`config.mk`:
```
export PLATFORM = sky130hd
export DESIGN_NAME = axis_pkt_arbiter_flat
export DESIGN_NICKNAME = d
export VERILOG_FILES = /design/src/rtl/axis_pkt_arbiter_pkg.sv /design/src/rtl/axis_pkt_arbiter_if.sv /design/src/rtl/axis_pkt_arbiter_rr_arbiter.sv /design/src/rtl/axis_pkt_arbiter.sv /design/src/flat_wrapper.sv
export SDC_FILE = /design/constraint.sdc
export NUM_CORES = 1
export LEC_CHECK = 0
export ABC_AREA = 1
export BUFFER_PORTS_ARGS = -buffer_cell sky130_fd_sc_hd__buf_4
export CELL_PAD_IN_SITES_DETAIL_PLACEMENT = 1
export CELL_PAD_IN_SITES_GLOBAL_PLACEMENT = 2
export CORE_MARGIN = 4
export CORE_UTILIZATION = 28
export CTS_BUF_LIST = sky130_fd_sc_hd__clkbuf_8
export CTS_CLUSTER_DIAMETER = 50
export DETAILED_ROUTE_END_ITERATION = 10
export HOLD_SLACK_MARGIN = 0.15
export PLACE_DENSITY_LB_ADDON = 0.1
export SYNTH_ARGS = -nofsm -noshare
export SYNTH_HDL_FRONTEND = slang
export SYNTH_SLANG_ARGS = --single-unit
```
`constraint.sdc`:
```
create_clock -name clk -period 2.45 [get_ports clk]
set_clock_uncertainty 0.1 [all_clocks]
set_input_delay 0 -clock clk [delete_from_list [all_inputs] [get_ports clk]]
set_output_delay 0 -clock clk [all_outputs]
set_load 0.03 [all_outputs]
```
`src/rtl/axis_pkt_arbiter_pkg.sv`:
```
// -----------------------------------------------------------------------------
// axis_arb_pkg
//   Shared types and helpers for the AXI-Stream packet arbiter.
//   - arb_state_t : arbiter FSM state (IDLE / PASS / GAP), also exported on
//                   the top-level debug port.
//   - rr_pick()   : round-robin picker. It searches from last_ptr+1 upwards,
//                   wrapping modulo n, and returns a one-hot vector of the
//                   first requester found. The result is 0 when nobody
//                   requests.
// -----------------------------------------------------------------------------
package axis_arb_pkg;

  // Upper bound on port count the picker helper handles; ports are passed
  // zero-extended to this width.
  localparam int MAX_PORTS = 32;

  typedef enum logic [1:0] {
    ST_IDLE = 2'd0,
    ST_PASS = 2'd1,
    ST_GAP  = 2'd2
  } arb_state_t;

  function automatic logic [MAX_PORTS-1:0] rr_pick(
    input logic [MAX_PORTS-1:0] req,
    input int unsigned          last_ptr,
    input int unsigned          n
  );
    logic [MAX_PORTS-1:0] pick;
    logic                 found;
    int unsigned          idx;
    pick  = '0;
    found = 1'b0;
    for (int unsigned i = 1; i <= MAX_PORTS; i++) begin
      if (i <= n) begin
        idx = (last_ptr + i) % n;
        if (!found && req[idx[4:0]]) begin
          pick[idx[4:0]] = 1'b1;
          found          = 1'b1;
        end
      end
    end
    return pick;
  endfunction

endpackage

```
`src/rtl/axis_pkt_arbiter_if.sv`:
```
// -----------------------------------------------------------------------------
// axis_pkt_arbiter_if
//   Bundles the NUM_PORTS input streams and the single output stream of the
//   packet arbiter.
//   Input streams are packed; port k data is axis_i_tdata[k*W +: W] with
//   W = AXIS_BYTES*8.
//
//   Handshake: a beat moves on a rising clk edge when tvalid and tready are
//   both high in that cycle. tready may depend combinationally on tvalid.
//   tdata/tlast are only meaningful while tvalid is high.
//
//   modport slave  : the arbiter's view. It consumes the inputs, drives the
//                    input readies, and drives the output stream.
//   modport master : the environment's view. It drives the sources and the
//                    sink ready.
// -----------------------------------------------------------------------------
interface axis_pkt_arbiter_if #(
  parameter int AXIS_BYTES = 1,
  parameter int NUM_PORTS  = 2
);
  logic [NUM_PORTS-1:0]              axis_i_tready;
  logic [NUM_PORTS-1:0]              axis_i_tvalid;
  logic [NUM_PORTS-1:0]              axis_i_tlast;
  logic [NUM_PORTS*AXIS_BYTES*8-1:0] axis_i_tdata;
  logic                              axis_o_tready;
  logic                              axis_o_tvalid;
  logic                              axis_o_tlast;
  logic [AXIS_BYTES*8-1:0]           axis_o_tdata;

  modport slave (
    output axis_i_tready,
    input  axis_i_tvalid,
    input  axis_i_tlast,
    input  axis_i_tdata,
    input  axis_o_tready,
    output axis_o_tvalid,
    output axis_o_tlast,
    output axis_o_tdata
  );

  modport master (
    input  axis_i_tready,
    output axis_i_tvalid,
    output axis_i_tlast,
    output axis_i_tdata,
    output axis_o_tready,
    input  axis_o_tvalid,
    input  axis_o_tlast,
    input  axis_o_tdata
  );
endinterface

```
`src/rtl/axis_pkt_arbiter_rr_arbiter.sv`:
```
// -----------------------------------------------------------------------------
// rr_arbiter
//   Combinational round-robin picker.
//   Ports:
//     req      in  NUM_PORTS  request vector (one bit per port)
//     last_ptr in  IDX_W      index of the port served last
//     onehot   out NUM_PORTS  one-hot pick; 0 when no request
//     idx      out IDX_W      binary index of the pick (0 when none)
//     any      out 1          at least one request present
// -----------------------------------------------------------------------------
module rr_arbiter
  import axis_arb_pkg::*;
#(
  parameter int NUM_PORTS = 2,
  parameter int IDX_W     = (NUM_PORTS > 1) ? $clog2(NUM_PORTS) : 1
) (
  input  logic [NUM_PORTS-1:0] req,
  input  logic [IDX_W-1:0]     last_ptr,
  output logic [NUM_PORTS-1:0] onehot,
  output logic [IDX_W-1:0]     idx,
  output logic                 any
);

  logic [MAX_PORTS-1:0] req_ext;
  logic [MAX_PORTS-1:0] pick_ext;

  always_comb begin
    req_ext                  = '0;
    req_ext[NUM_PORTS-1:0]   = req;
    pick_ext = rr_pick(req_ext, {{(32-IDX_W){1'b0}}, last_ptr}, 32'(NUM_PORTS));
  end

  assign onehot = pick_ext[NUM_PORTS-1:0];
  assign any    = |pick_ext;

  always_comb begin
    idx = '0;
    for (int i = 0; i < NUM_PORTS; i++) begin
      if (onehot[i]) idx = IDX_W'(i);
    end
  end

endmodule

```
`src/rtl/axis_pkt_arbiter.sv`:
```
// -----------------------------------------------------------------------------
// axis_pkt_arbiter
//   Shares one AXI-Stream output between NUM_PORTS packet sources, one whole
//   packet at a time. Packets are arbitrated round-robin. A grant is held
//   from the first beat to tlast, so the output is never interleaved. After
//   every packet the output is held silent for a programmable gap (for
//   example, an inter-frame gap ahead of a MAC).
//
//   Ports:
//     clk             in   clock
//     sresetn         in   synchronous active-low reset
//     cfg_gap_cycles  in   GAP_WIDTH bits; gap length, sampled at packet end
//     bus             if   axis_pkt_arbiter_if.slave (inputs + output stream)
//     grant           out  NUM_PORTS one-hot owner of the output; 0 when none
//     busy            out  high while in PASS or GAP
//     dbg_state       out  current FSM state
//
//   Timing: after a tlast handshake, o_tvalid stays low for gap+1 cycles.
//   These are gap GAP cycles plus one IDLE arbitration cycle. Then the next
//   packet may start.
// -----------------------------------------------------------------------------
module axis_pkt_arbiter
  import axis_arb_pkg::*;
#(
  parameter int AXIS_BYTES = 1,
  parameter int NUM_PORTS  = 2,
  parameter int GAP_WIDTH  = 8
) (
  input  logic                 clk,
  input  logic                 sresetn,
  input  logic [GAP_WIDTH-1:0] cfg_gap_cycles,
  axis_pkt_arbiter_if.slave    bus,
  output logic [NUM_PORTS-1:0] grant,
  output logic                 busy,
  output arb_state_t           dbg_state
);

  localparam int W     = AXIS_BYTES * 8;
  localparam int IDX_W = (NUM_PORTS > 1) ? $clog2(NUM_PORTS) : 1;

  arb_state_t           state_q;
  logic [NUM_PORTS-1:0] grant_q;
  logic [IDX_W-1:0]     gidx_q;   // binary copy of grant_q, drives the mux
  logic [IDX_W-1:0]     ptr_q;    // last-served port
  logic [GAP_WIDTH-1:0] gap_q;
  logic [GAP_WIDTH-1:0] ctr_q;

  logic [NUM_PORTS-1:0] arb_onehot;
  logic [IDX_W-1:0]     arb_idx;
  logic                 arb_any;

  logic                 sel_valid;
  logic                 sel_last;
  logic [W-1:0]         sel_data;
  logic                 pass;
  logic                 pkt_end;

  rr_arbiter #(
    .NUM_PORTS (NUM_PORTS),
    .IDX_W     (IDX_W)
  ) u_rr (
    .req      (bus.axis_i_tvalid),
    .last_ptr (ptr_q),
    .onehot   (arb_onehot),
    .idx      (arb_idx),
    .any      (arb_any)
  );

  // Select the granted input. This is only used while in PASS.
  always_comb begin
    sel_valid = 1'b0;
    sel_last  = 1'b0;
    sel_data  = '0;
    for (int i = 0; i < NUM_PORTS; i++) begin
      if (gidx_q == IDX_W'(i)) begin
        sel_valid = bus.axis_i_tvalid[i];
        sel_last  = bus.axis_i_tlast[i];
        sel_data  = bus.axis_i_tdata[i*W +: W];
      end
    end
  end

  assign pass    = (state_q == ST_PASS);
  assign pkt_end = pass && sel_valid && bus.axis_o_tready && sel_last;

  // Passthrough is combinational. Outside PASS everything stays silent.
  assign bus.axis_o_tvalid = pass & sel_valid;
  assign bus.axis_o_tlast  = pass & sel_last;
  assign bus.axis_o_tdata  = pass ? sel_data : '0;
  assign bus.axis_i_tready = pass ? (grant_q & {NUM_PORTS{bus.axis_o_tready}}) : '0;

  assign grant     = grant_q;
  assign busy      = (state_q != ST_IDLE);
  assign dbg_state = state_q;

  always_ff @(posedge clk) begin
    if (!sresetn) begin
      state_q <= ST_IDLE;
      grant_q <= '0;
      gidx_q  <= '0;
      ptr_q   <= IDX_W'(NUM_PORTS - 1);
      gap_q   <= '0;
      ctr_q   <= '0;
    end else begin
      unique case (state_q)
        ST_IDLE: begin
          // Requests are re-evaluated every IDLE cycle. A source that drops
          // valid before it is picked loses nothing.
          if (arb_any) begin
            grant_q <= arb_onehot;
            gidx_q  <= arb_idx;
            ptr_q   <= arb_idx;
            state_q <= ST_PASS;
          end
        end
        ST_PASS: begin
          // The grant is held through input bubbles and output stalls. Only
          // the tlast handshake releases it.
          if (pkt_end) begin
            gap_q   <= cfg_gap_cycles;
            grant_q <= '0;
            if (cfg_gap_cycles == '0) begin
              state_q <= ST_IDLE;
            end else begin
              ctr_q   <= GAP_WIDTH'(1);
              state_q <= ST_GAP;
            end
          end
        end
        ST_GAP: begin
          // ctr counts 1..gap_q, so it never exceeds the max of the field.
          if (ctr_q == gap_q) state_q <= ST_IDLE;
          else                ctr_q   <= ctr_q + GAP_WIDTH'(1);
        end
        default: state_q <= ST_IDLE;
      endcase
    end
  end

endmodule

```
`src/flat_wrapper.sv`:
```
// flat-port wrapper written by rule: the top's interface ports become plain ports
module axis_pkt_arbiter_flat import axis_arb_pkg::*;
#(
  parameter int AXIS_BYTES = 1,
  parameter int NUM_PORTS  = 2,
  parameter int GAP_WIDTH  = 8
)
  (clk, sresetn, cfg_gap_cycles, grant, busy, dbg_state, bus_axis_i_tready, bus_axis_i_tvalid, bus_axis_i_tlast, bus_axis_i_tdata, bus_axis_o_tready, bus_axis_o_tvalid, bus_axis_o_tlast, bus_axis_o_tdata);
  axis_pkt_arbiter_if #(.AXIS_BYTES(AXIS_BYTES), .NUM_PORTS(NUM_PORTS)) bus_i ();
  input  logic clk;
  input  logic sresetn;
  input  logic [GAP_WIDTH-1:0] cfg_gap_cycles;
  output logic [NUM_PORTS-1:0] grant;
  output logic busy;
  output arb_state_t dbg_state;
  output wire logic [$bits(bus_i.axis_i_tready)-1:0] bus_axis_i_tready;
  input wire logic [$bits(bus_i.axis_i_tvalid)-1:0] bus_axis_i_tvalid;
  input wire logic [$bits(bus_i.axis_i_tlast)-1:0] bus_axis_i_tlast;
  input wire logic [$bits(bus_i.axis_i_tdata)-1:0] bus_axis_i_tdata;
  input wire logic [$bits(bus_i.axis_o_tready)-1:0] bus_axis_o_tready;
  output wire logic [$bits(bus_i.axis_o_tvalid)-1:0] bus_axis_o_tvalid;
  output wire logic [$bits(bus_i.axis_o_tlast)-1:0] bus_axis_o_tlast;
  output wire logic [$bits(bus_i.axis_o_tdata)-1:0] bus_axis_o_tdata;
  assign bus_axis_i_tready = bus_i.axis_i_tready;
  assign bus_i.axis_i_tvalid = bus_axis_i_tvalid;
  assign bus_i.axis_i_tlast = bus_axis_i_tlast;
  assign bus_i.axis_i_tdata = bus_axis_i_tdata;
  assign bus_i.axis_o_tready = bus_axis_o_tready;
  assign bus_axis_o_tvalid = bus_i.axis_o_tvalid;
  assign bus_axis_o_tlast = bus_i.axis_o_tlast;
  assign bus_axis_o_tdata = bus_i.axis_o_tdata;
  axis_pkt_arbiter #(.AXIS_BYTES(AXIS_BYTES), .NUM_PORTS(NUM_PORTS), .GAP_WIDTH(GAP_WIDTH)) u_core (.clk(clk), .sresetn(sresetn), .cfg_gap_cycles(cfg_gap_cycles), .bus(bus_i), .grant(grant), .busy(busy), .dbg_state(dbg_state));
endmodule
```
==> metrics.txt, run 1 <==
Setup Fix Bufs, Post-CTS=0; WL final=between 4 and 5 mm; worst skew pair latency=0.27 ns; max-cap violation count=0; WL met2=about 2.1 mm; crit path time final=between 2 and 2.5 ns; Max IR drop VDD=0.190 mV; Mean Syn Cell Area=approximately 6.6 µm²; Final Hold Fails=0; Mapped Cells=around 200; Tot GR Track Use=0.147; Synth area leader=dfxtp_1; Routed WL per cell=around 14 µm; Yosys reg bits=22; CTS tree=yes; RePlAce Congestion=just under 0.8; antenna fix cells=0; first-pass GRT wire length=7.15 mm; status=completed; FP Rows=24; post-detail-place hpwl=roughly 3.3 mm; crit start category=register; sum of routed wire segments on met1=1.98 mm; routed wl met3=around 160 µm; Vias per Instance=slightly below 5; sequential element share of the synthesized area=0.336; most common cell after layout, fill and taps aside=nand2_1; initial antenna violation count=0; setup TNS=0 ns; ANT nets after route=0; Pwr per Cell Area=~470 nW/µm²; Cell Count Post-Placement=290; Crit. End Element=register; top cell type's share of synthesized area=0.336; largest net degree at the start of global routing=15; vias in the first global route=between 1,500 and 2,000; Worst-path clk slew=about 0.090 ns; # DRC=0; die span in y=~76 µm; total CTS buffers=3; RSZ-0062 raised after global routing=no; share of cells above drive strength 1=0.246; largest stage delay on the critical path=0.56 ns; CP most frequent cell=nor2_1; via count=about 1,500; P_leak=0.871 nW; Layout area overhead=47.2%; die width=approximately 76 µm; final setup fails=0; critical-path cell list=nand2_1 > a21oi_4 > nand2_2 > nor2_8 > inv_2 > nor2_1 > nor2_1 > dlygate4sd3_1; 1st-iter DRT viols=53; Worst Tran Pin Value=about 0.52 ns; CTS Root Buffer Type=clkbuf_8; yosys warns=0; WP data required=approximately 2.5 ns; top layer reached by signal wires=met4; Fmax=between 400 and 500 MHz; Yosys cell types=24; Crit Path Category=register to register; Starting Density=0.295; post-route clock period utilization=0.881; Area contributors post-synth=dfxtp_1 (34%), nand2_1 (15%), a21oi_1 (8.8%), nor2_1 (8.0%), nand3_1 (6.9%); maximum buffer depth of the clock tree=2; critical path's slowest cell=dlygate4sd3_1; Core Area=approximately 4400 µm²; number of port buffers=47; Data arrival, critical path=2.22 ns; Slew Viols, Final=0; Post-Syn Nets=roughly 230; Worst slew margin=0.649; HP Class=input pin to register; H-tree depth=1; commonest cells after routing, fill and taps aside=nand2_1 (50), buf_4 (47), nor2_1 (28); # clock sinks=22; Layout Nets=approximately 290; first-pass detailed-route iteration total=4; CP Max Fanout=14; I/O pin count=between 40 and 50; die area=roughly 5800 µm²; GRT overflow=0; Final Non-Filler Cells=between 300 and 400; Syn Std Cell Area=between 1000 and 1500 µm²
==> stage by stage <==
stage	hold slack [ns]	power [mW]	utilization	instance area, µm²	worst slack (ns)
CTS	0.186	0.918	0.433	1920	0.0929
global placement	0.143	0.616	0.380	1690	0.627
global route	0.232	0.951	0.434	1930	0.130
floorplan	0.0349	0.524	-	1310	0.656
detailed placement	0.142	0.621	0.380	1690	0.599
finish	0.182	0.905	0.434	1930	0.293
==> worst paths after layout <==
path | depth (start not counted) | start | endpoint | slack [ns]
setup / recovery | 8 | u_core.gidx_q | u_core.gap_q[4] | 0.29
hold / removal | 5 | bus_axis_o_tready | u_core.dbg_state[1] | 0.18
setup reg to reg | 8 | u_core.gidx_q | u_core.gap_q[4] | 0.29
hold reg to reg | 2 | u_core.gap_q[1] | u_core.gap_q[1] | 0.37
==> registers in the layout, summed over array words and instances (netlist names) <==
name,flops
u_core.grant,2
u_core.ctr_q,8
u_core.ptr_q,1
u_core.gap_q,8
u_core.gidx_q,1
u_core.dbg_state,2
==> where the power goes <==
group | switching, mW | leakage [nW] | internal (mW) | total [mW]
Sequential | 0.0162 | 0.179 | 0.372 | 0.388
Combinational | 0.136 | 0.663 | 0.109 | 0.245
Clock | 0.128 | 0.0288 | 0.144 | 0.272
Total | 0.280 | 0.871 | 0.625 | 0.905
==> cells in the mapped netlist, drive strengths merged <==
library cell / n
a21oi: 24
buf: 3
clkbuf: 3
dfxtp: 22
ha: 1
inv: 18
mux2i: 1
nand2: 56
nand3: 18
nand4: 1
nor2: 29
nor3: 1
nor3b: 2
o211ai: 1
o21ai: 9
xnor2: 6
xor2: 2
==> cells by family after synthesis <==
family,synth area share
simple gates,0.362
compound gates,0.140
buf+inv,0.0812
flops,0.336
xor+xnor,0.0535
mux,0.0172
fa+ha+maj,0.00955
==> critical path, delay by kind of cell, from the launching register on <==
kind,cells,cell delay (ns)
AND/OR/NAND/NOR,5,0.57
flip-flops,1,0.50
AO/OA/AOI/OAI,1,0.18
buffers and inverters,2,0.69
==> layout make-up <==
type                       count  area (µm²)
clock buffer                   4        55.1
fill                         567        2520
timing repair buffer          65         533
multi-input combinational    151         766
tap                           52        65.1
sequential                    22         442
inverter                      18        67.6
==> timing repair <==
action / CTS / global route
endpoints found under the setup margin: 0 / 5
hold endpoints to repair: 14 / 0
hold buffers: 18 / 0
gates resized for setup: 0 / 2
==> routing by layer <==
| metal | track usage | vias up |
|---|---|---|
| li1 | - | 758 |
| met1 | 0.186 | 710 |
| met2 | 0.258 | 27 |
| met3 | 0.0272 | 4 |
| met4 | 0.0326 | 0 |
| met5 | 0 | - |
No activity file was read; power rests on OpenSTA's default activity.
==> inputs of run 2 (changes only) <==
- SYNTH_HIERARCHICAL: unset -> 1
==> metrics.txt, run 2 <==
WP data required=2.50 ns (about the same); crit start category=input pin; FF-to-FF setup slack=0.48 ns (+0.19 ns); Layout Nets=303 (+3.4%); Vias per Instance=4.64 (-3.4%); commonest cells after routing, fill and taps aside=nand2_1 (62), buf_4 (47), nor2_1 (28); final setup fails=0 (unchanged); FP Rows=25 (+4.2%); status=completed; setup ws final=0.405 ns (+0.112 ns); antenna fix cells=0 (unchanged); crit path time final=2.05 ns (-0.112 ns); final core utilization=0.411 (-0.0226); Hold Startpoint=bus_axis_o_tready; Yosys cell types=24 (unchanged); Pwr per Cell Area=465 nW/µm² (-0.94%); GR peak layer=met2; sequential element share of the synthesized area=0.325 (-0.0109); # DRC=0 (unchanged); max-cap violation count=0 (unchanged); 1st-iter DRT viols=56 (+5.7%); Yosys reg bits=22 (unchanged); sink of the worst hold path=u_core/dbg_state[1]; biggest regs=u_core/ctr_q: 8 flops, u_core/gap_q: 8 flops; HP Class=input pin to register; worst skew pair latency=0.26 ns (about the same); WL final=4.23 mm (-0.28%); Max IR drop VDD=0.200 mV (+5.2%); Data arrival, critical path=2.10 ns (-0.12 ns); worst hold path depth=5 (unchanged); top cells by count, synth=nand2_1 (62), nor2_1 (28), a21oi_1 (25); die width=77.5 µm (+1.5%); Final Hold Fails=0 (unchanged); Post-Syn Nets=244 (+6.6%); Critical R2R Capture=u_core/grant[0]; I/O pin count=48 (unchanged); met1 usage=0.183 (-0.00375); RSZ-0062 raised after global routing=no; Worst slew margin=0.671 (+0.0228); Crit Path Category=input pin to register; Fmax=489 MHz (+5.5%); vias in the first global route=1,547 (+0.65%); setup TNS=0 ns (unchanged); Worst Tran Pin Value=0.492 ns (-0.0293 ns); CP Launch Point=bus_axis_i_tvalid[1]; die span in y=77.5 µm (+1.5%); Layout area overhead=42.5%; DP Worst Slack=0.464 ns (-0.136 ns); Routed WL per cell=13.0 µm (-4.0%); share of cells above drive strength 1=0.226 (-0.0202); yosys warns=6 (+6); CP Max Fanout=3 (-11); H-tree depth=1 (unchanged); Starting Density=0.289 (-0.00623); total CTS buffers=3 (unchanged); number of port buffers=47 (unchanged); met3 GRT Util=0.0220 (-0.00514); via count=1,504 (+0.33%); Slew Viols, Final=0 (unchanged); ANT nets after route=0 (unchanged); Mapped Cells=212 (+7.6%); fillers=624 (+10%); Synth area leader=dfxtp_1; GRT overflow=0 (unchanged); met2 Use GR=0.270 (+0.0119); P_leak=0.859 nW (-1.3%); maximum buffer depth of the clock tree=2 (unchanged); post-route clock period utilization=0.835 (-0.0458); largest net degree at the start of global routing=15 (unchanged); Core Area=4690 µm² (+5.6%); most common cell after layout, fill and taps aside=nand2_1; first-pass detailed-route iteration total=4 (unchanged); # clock sinks=22 (unchanged); Area contributors post-synth=dfxtp_1 (33%), nand2_1 (17%), a21oi_1 (9.2%), nor2_1 (7.8%), inv_1 (6.1%); cell depth of the worst flop-to-flop path=7 (-1); Mean Syn Cell Area=6.39 µm² (-4.0%); initial antenna violation count=0 (unchanged); Primary FF master, synth=dfxtp_1; Worst-path clk slew=0.08 ns (about the same); Syn Std Cell Area=1350 µm² (+3.3%); EDFF count, synth=0 (unchanged); Crit. End Element=register; most numerous cell in the Yosys netlist=nand2_1; top cell type's share of synthesized area=0.325 (-0.0109); CTS Root Buffer Type=clkbuf_8; Setup Fix Bufs, Post-CTS=0 (unchanged); CTS resizes=0 (unchanged); first-pass GRT wire length=7.20 mm (+0.67%); Tot GR Track Use=0.147 (about the same); CTS tree=yes; RR Startpoint=u_core/gidx_q; Synth async-reset ratio=0 (unchanged); die area=6010 µm² (+3.0%); RePlAce Congestion=0.716 (-9.5%); hold_buf cts=13 (-5); post-detail-place hpwl=3.26 mm (-0.65%)
## run 2: cell types whose count changed after synthesis, sizes merged, moves of 2 or more
cell   change
a21oi      +2
inv        +6
nand2      +9
nand3      -4
nor2       +2
xnor2      -2
## run 2: stage by stage
stage | total power [mW] | hold WS [ns] | cells | instance area (µm²)
finish | 0.897 | 0.198 | 324 | 1930
global placement | 0.623 | 0.155 | 307 | 1740
floorplan | 0.530 | 0.0631 | 212 | 1350
global route | 0.949 | 0.243 | 324 | 1930
CTS | 0.907 | 0.200 | 324 | 1930
detailed placement | 0.624 | 0.153 | 307 | 1740
## run 2: power by group
part / internal, mW / switching [mW] / total (mW)
Combinational: 0.106 / 0.139 / 0.245
Sequential: 0.371 / 0.0154 / 0.386
Clock: 0.143 / 0.122 / 0.266
Total: 0.621 / 0.277 / 0.897
## run 2: routing by layer
metal  wire [µm]  share of wire  vias to the layer above
li1            -              -                      790
met1        1880           0.45                      685
met2        2160           0.51                       27
met3         162          0.038                        2
met4          19         0.0045                        0
met5           0              0                        -
## run 2: logic make-up after synthesis
family                   after synthesis  synth area share
AO/OA/AOI/OAI                         36             0.138
adder cells (fa/ha/maj)                1           0.00924
AND/OR/NAND/NOR                      117             0.400
flip-flops                            22             0.325
XOR/XNOR                               6            0.0388
buffers and inverters                 30            0.0887
## run 2: layout make-up
type                       instances  area (µm²)  area share
clock buffer                       4        55.1      0.0285
inverter                          24        90.1      0.0467
multi-input combinational        160         793       0.411
sequential                        22         440       0.228
tap                               54        67.6      0.0350
timing repair buffer              60         483       0.250
## run 2: worst max-delay path by stage
stage          cells past startpoint  slack, ns         endpoint
5_1_grt                            7       0.21  u_core/grant[0]
4_1_cts                            8       0.43     u_core/ptr_q
6_report                           8       0.40     u_core/ptr_q
3_5_place_dp                       7       0.46  u_core/grant[1]
2_1_floorplan                      8       0.72  u_core/gap_q[0]
3_3_place_gp                       7       0.56  u_core/grant[1]
## run 2: critical path, stage by stage
cell and delay, ns:
dlygate4sd3_1 0.53, buf_4 0.14, inv_1 0.06, a21oi_1 0.04
dlygate4sd3_1 0.57, nand2_1 0.12, nand3_1 0.08, dlygate4sd3_1 0.55
==> inputs of run 3 (changes only) <==
- CORE_UTILIZATION: 28 -> 23
- clock period: 2.45 -> 1.8 ns (I/O delays scaled with it)
==> metrics.txt, run 3 (synthesis gave the netlist of run 2 again) <==
status=completed; Slew Viols, Final=0 (unchanged); HP Class=input pin to register; worst skew pair latency=0.27 ns (about the same); fillers=748 (+20%); crit path time final=~1.6 ns; largest stage delay on the critical path=0.43 ns (-0.14 ns); first-pass GRT wire length=7.49 mm (+4.0%); CTS tree=yes; ANT nets after route=0 (unchanged); critical-path cell list=o21ai_0 > nor2_1 > nand4_4 > nand2_4 > nand2_1 > a21oi_1; post-detail-place hpwl=3.43 mm (+5.3%); Multi-input gate area=793 µm² (unchanged); FP Rows=27 (+8.0%); setup TNS=0 ns (unchanged); Crit. End Element=register; initial antenna violation count=0 (unchanged); # DRC=0 (unchanged); Data arrival, critical path=1.72 ns (-0.38 ns); Core Area=5610 µm² (+20%); H-tree depth=1 (unchanged); most common cell after layout, fill and taps aside=nand2_1; RePlAce Congestion=0.722 (+0.84%); share of cells above drive strength 1=0.241 (+0.0149); vias in the first global route=1,616 (+4.5%); post-route clock period utilization=0.898; Worst Tran Pin Value=0.476 ns (-0.0167 ns); antenna fix cells=0 (unchanged); Worst-path clk slew=0.09 ns (about the same); CTS Root Buffer Type=clkbuf_8; die area=7180 µm² (+19%); WL final=4.30 mm (+1.8%); Starting Density=0.241 (-0.0471); Vias per Instance=4.33 (-6.8%); Cell Count Post-Placement=330 (+7.5%); Pwr per Cell Area=621 nW/µm² (+34%); first-pass detailed-route iteration total=3 (-1); commonest cells after routing, fill and taps aside=nand2_1 (62), buf_4 (52), nor2_1 (28); largest net degree at the start of global routing=14 (-1); total CTS buffers=3 (unchanged); die width=84.7 µm (+9.3%); Max IR drop VDD=0.274 mV (+37%); WP data required=1.90 ns (-0.60 ns); critical path's slowest cell=dfxtp_1; number of port buffers=47 (unchanged); 1st-iter DRT viols=43 (-23%); via count=1,497 (-0.47%); biggest regs=u_core/ctr_q: 8 flops, u_core/gap_q: 8 flops; Routed WL per cell=12.4 µm (-4.7%); crit start category=register; I/O pin count=48 (unchanged); Register Area=440 µm² (unchanged); maximum buffer depth of the clock tree=2 (unchanged); final setup fails=0 (unchanged); RSZ-0062 raised after global routing=no; max-cap violation count=0 (unchanged); Crit Path Category=register to register; Tot GR Track Use=0.126 (-0.0216); die span in y=84.7 µm (+9.3%); # clock sinks=22 (unchanged); GRT overflow=0 (unchanged); P_leak=0.882 nW (+2.7%); Layout area overhead=46.2%; Final Non-Filler Cells=346 (+6.8%); CP Max Fanout=10 (+7); Layout Nets=307 (+1.3%); Worst slew margin=0.683 (+0.0112); Final Hold Fails=0 (unchanged); Fmax=between 600 and 700 MHz
run 3: critical path, delay by kind of cell, from the launching register on:
family	cells	cell delay (ns)
and+or+nand+nor	4	0.74
DFF	1	0.43
AOI/OAI and AO/OA	2	0.26
run 3: final timing paths:
path / cells after the start / from / slack, ns / endpoint
max: 6 / u_core/gidx_q / 0.18 / u_core/ctr_q[3]
min: 6 / bus_axis_o_tready / 0.17 / u_core/dbg_state[0]
max reg2reg: 6 / u_core/gidx_q / 0.18 / u_core/ctr_q[3]
min reg2reg: 2 / u_core/gap_q[0] / 0.37 / u_core/gap_q[0]
run 3: area by class of cell:
type	instances	area share
multi-input cells	160	0.401
repair buffers	64	0.258
flip-flops and latches	22	0.223
inverters	24	0.0455
well taps	72	0.0455
clock buffers	4	0.0278
run 3: per-layer routing:
layer	wire length (µm)	GRT usage	vias up
li1	-	-	791
met1	1980	0.156	672
met2	2060	0.218	30
met3	253	0.0422	4
met4	12	0.0129	0
met5	0	0	-
run 3: what timing repair did:
| action | 4_1_cts | 5_1_grt |
|---|---|---|
| hold buffers | 12 | 0 |
| hold endpoints to repair | 12 | 0 |
| gates resized for setup | 0 | 0 |
| setup buffers | 0 | 0 |
run 3: power breakdown:
group          internal (mW)  switching [mW]  leakage, nW  total [mW]
Clock                  0.195           0.175       0.0288       0.370
Combinational          0.145           0.192        0.675       0.337
Sequential             0.505          0.0173        0.179       0.522
run 3: metrics by stage:
step	cell area [µm²]	util	hold WS, ns	setup WS, ns	power (mW)
global route	1980	0.353	0.215	0.0207	1.31
detailed placement	1800	0.322	0.162	0.182	0.856
CTS	1980	0.353	0.169	0.157	1.26
global placement	1800	0.322	0.155	0.153	0.858
floorplan	1350	-	0.0631	0.0713	0.721
finish	1980	0.353	0.166	0.184	1.23
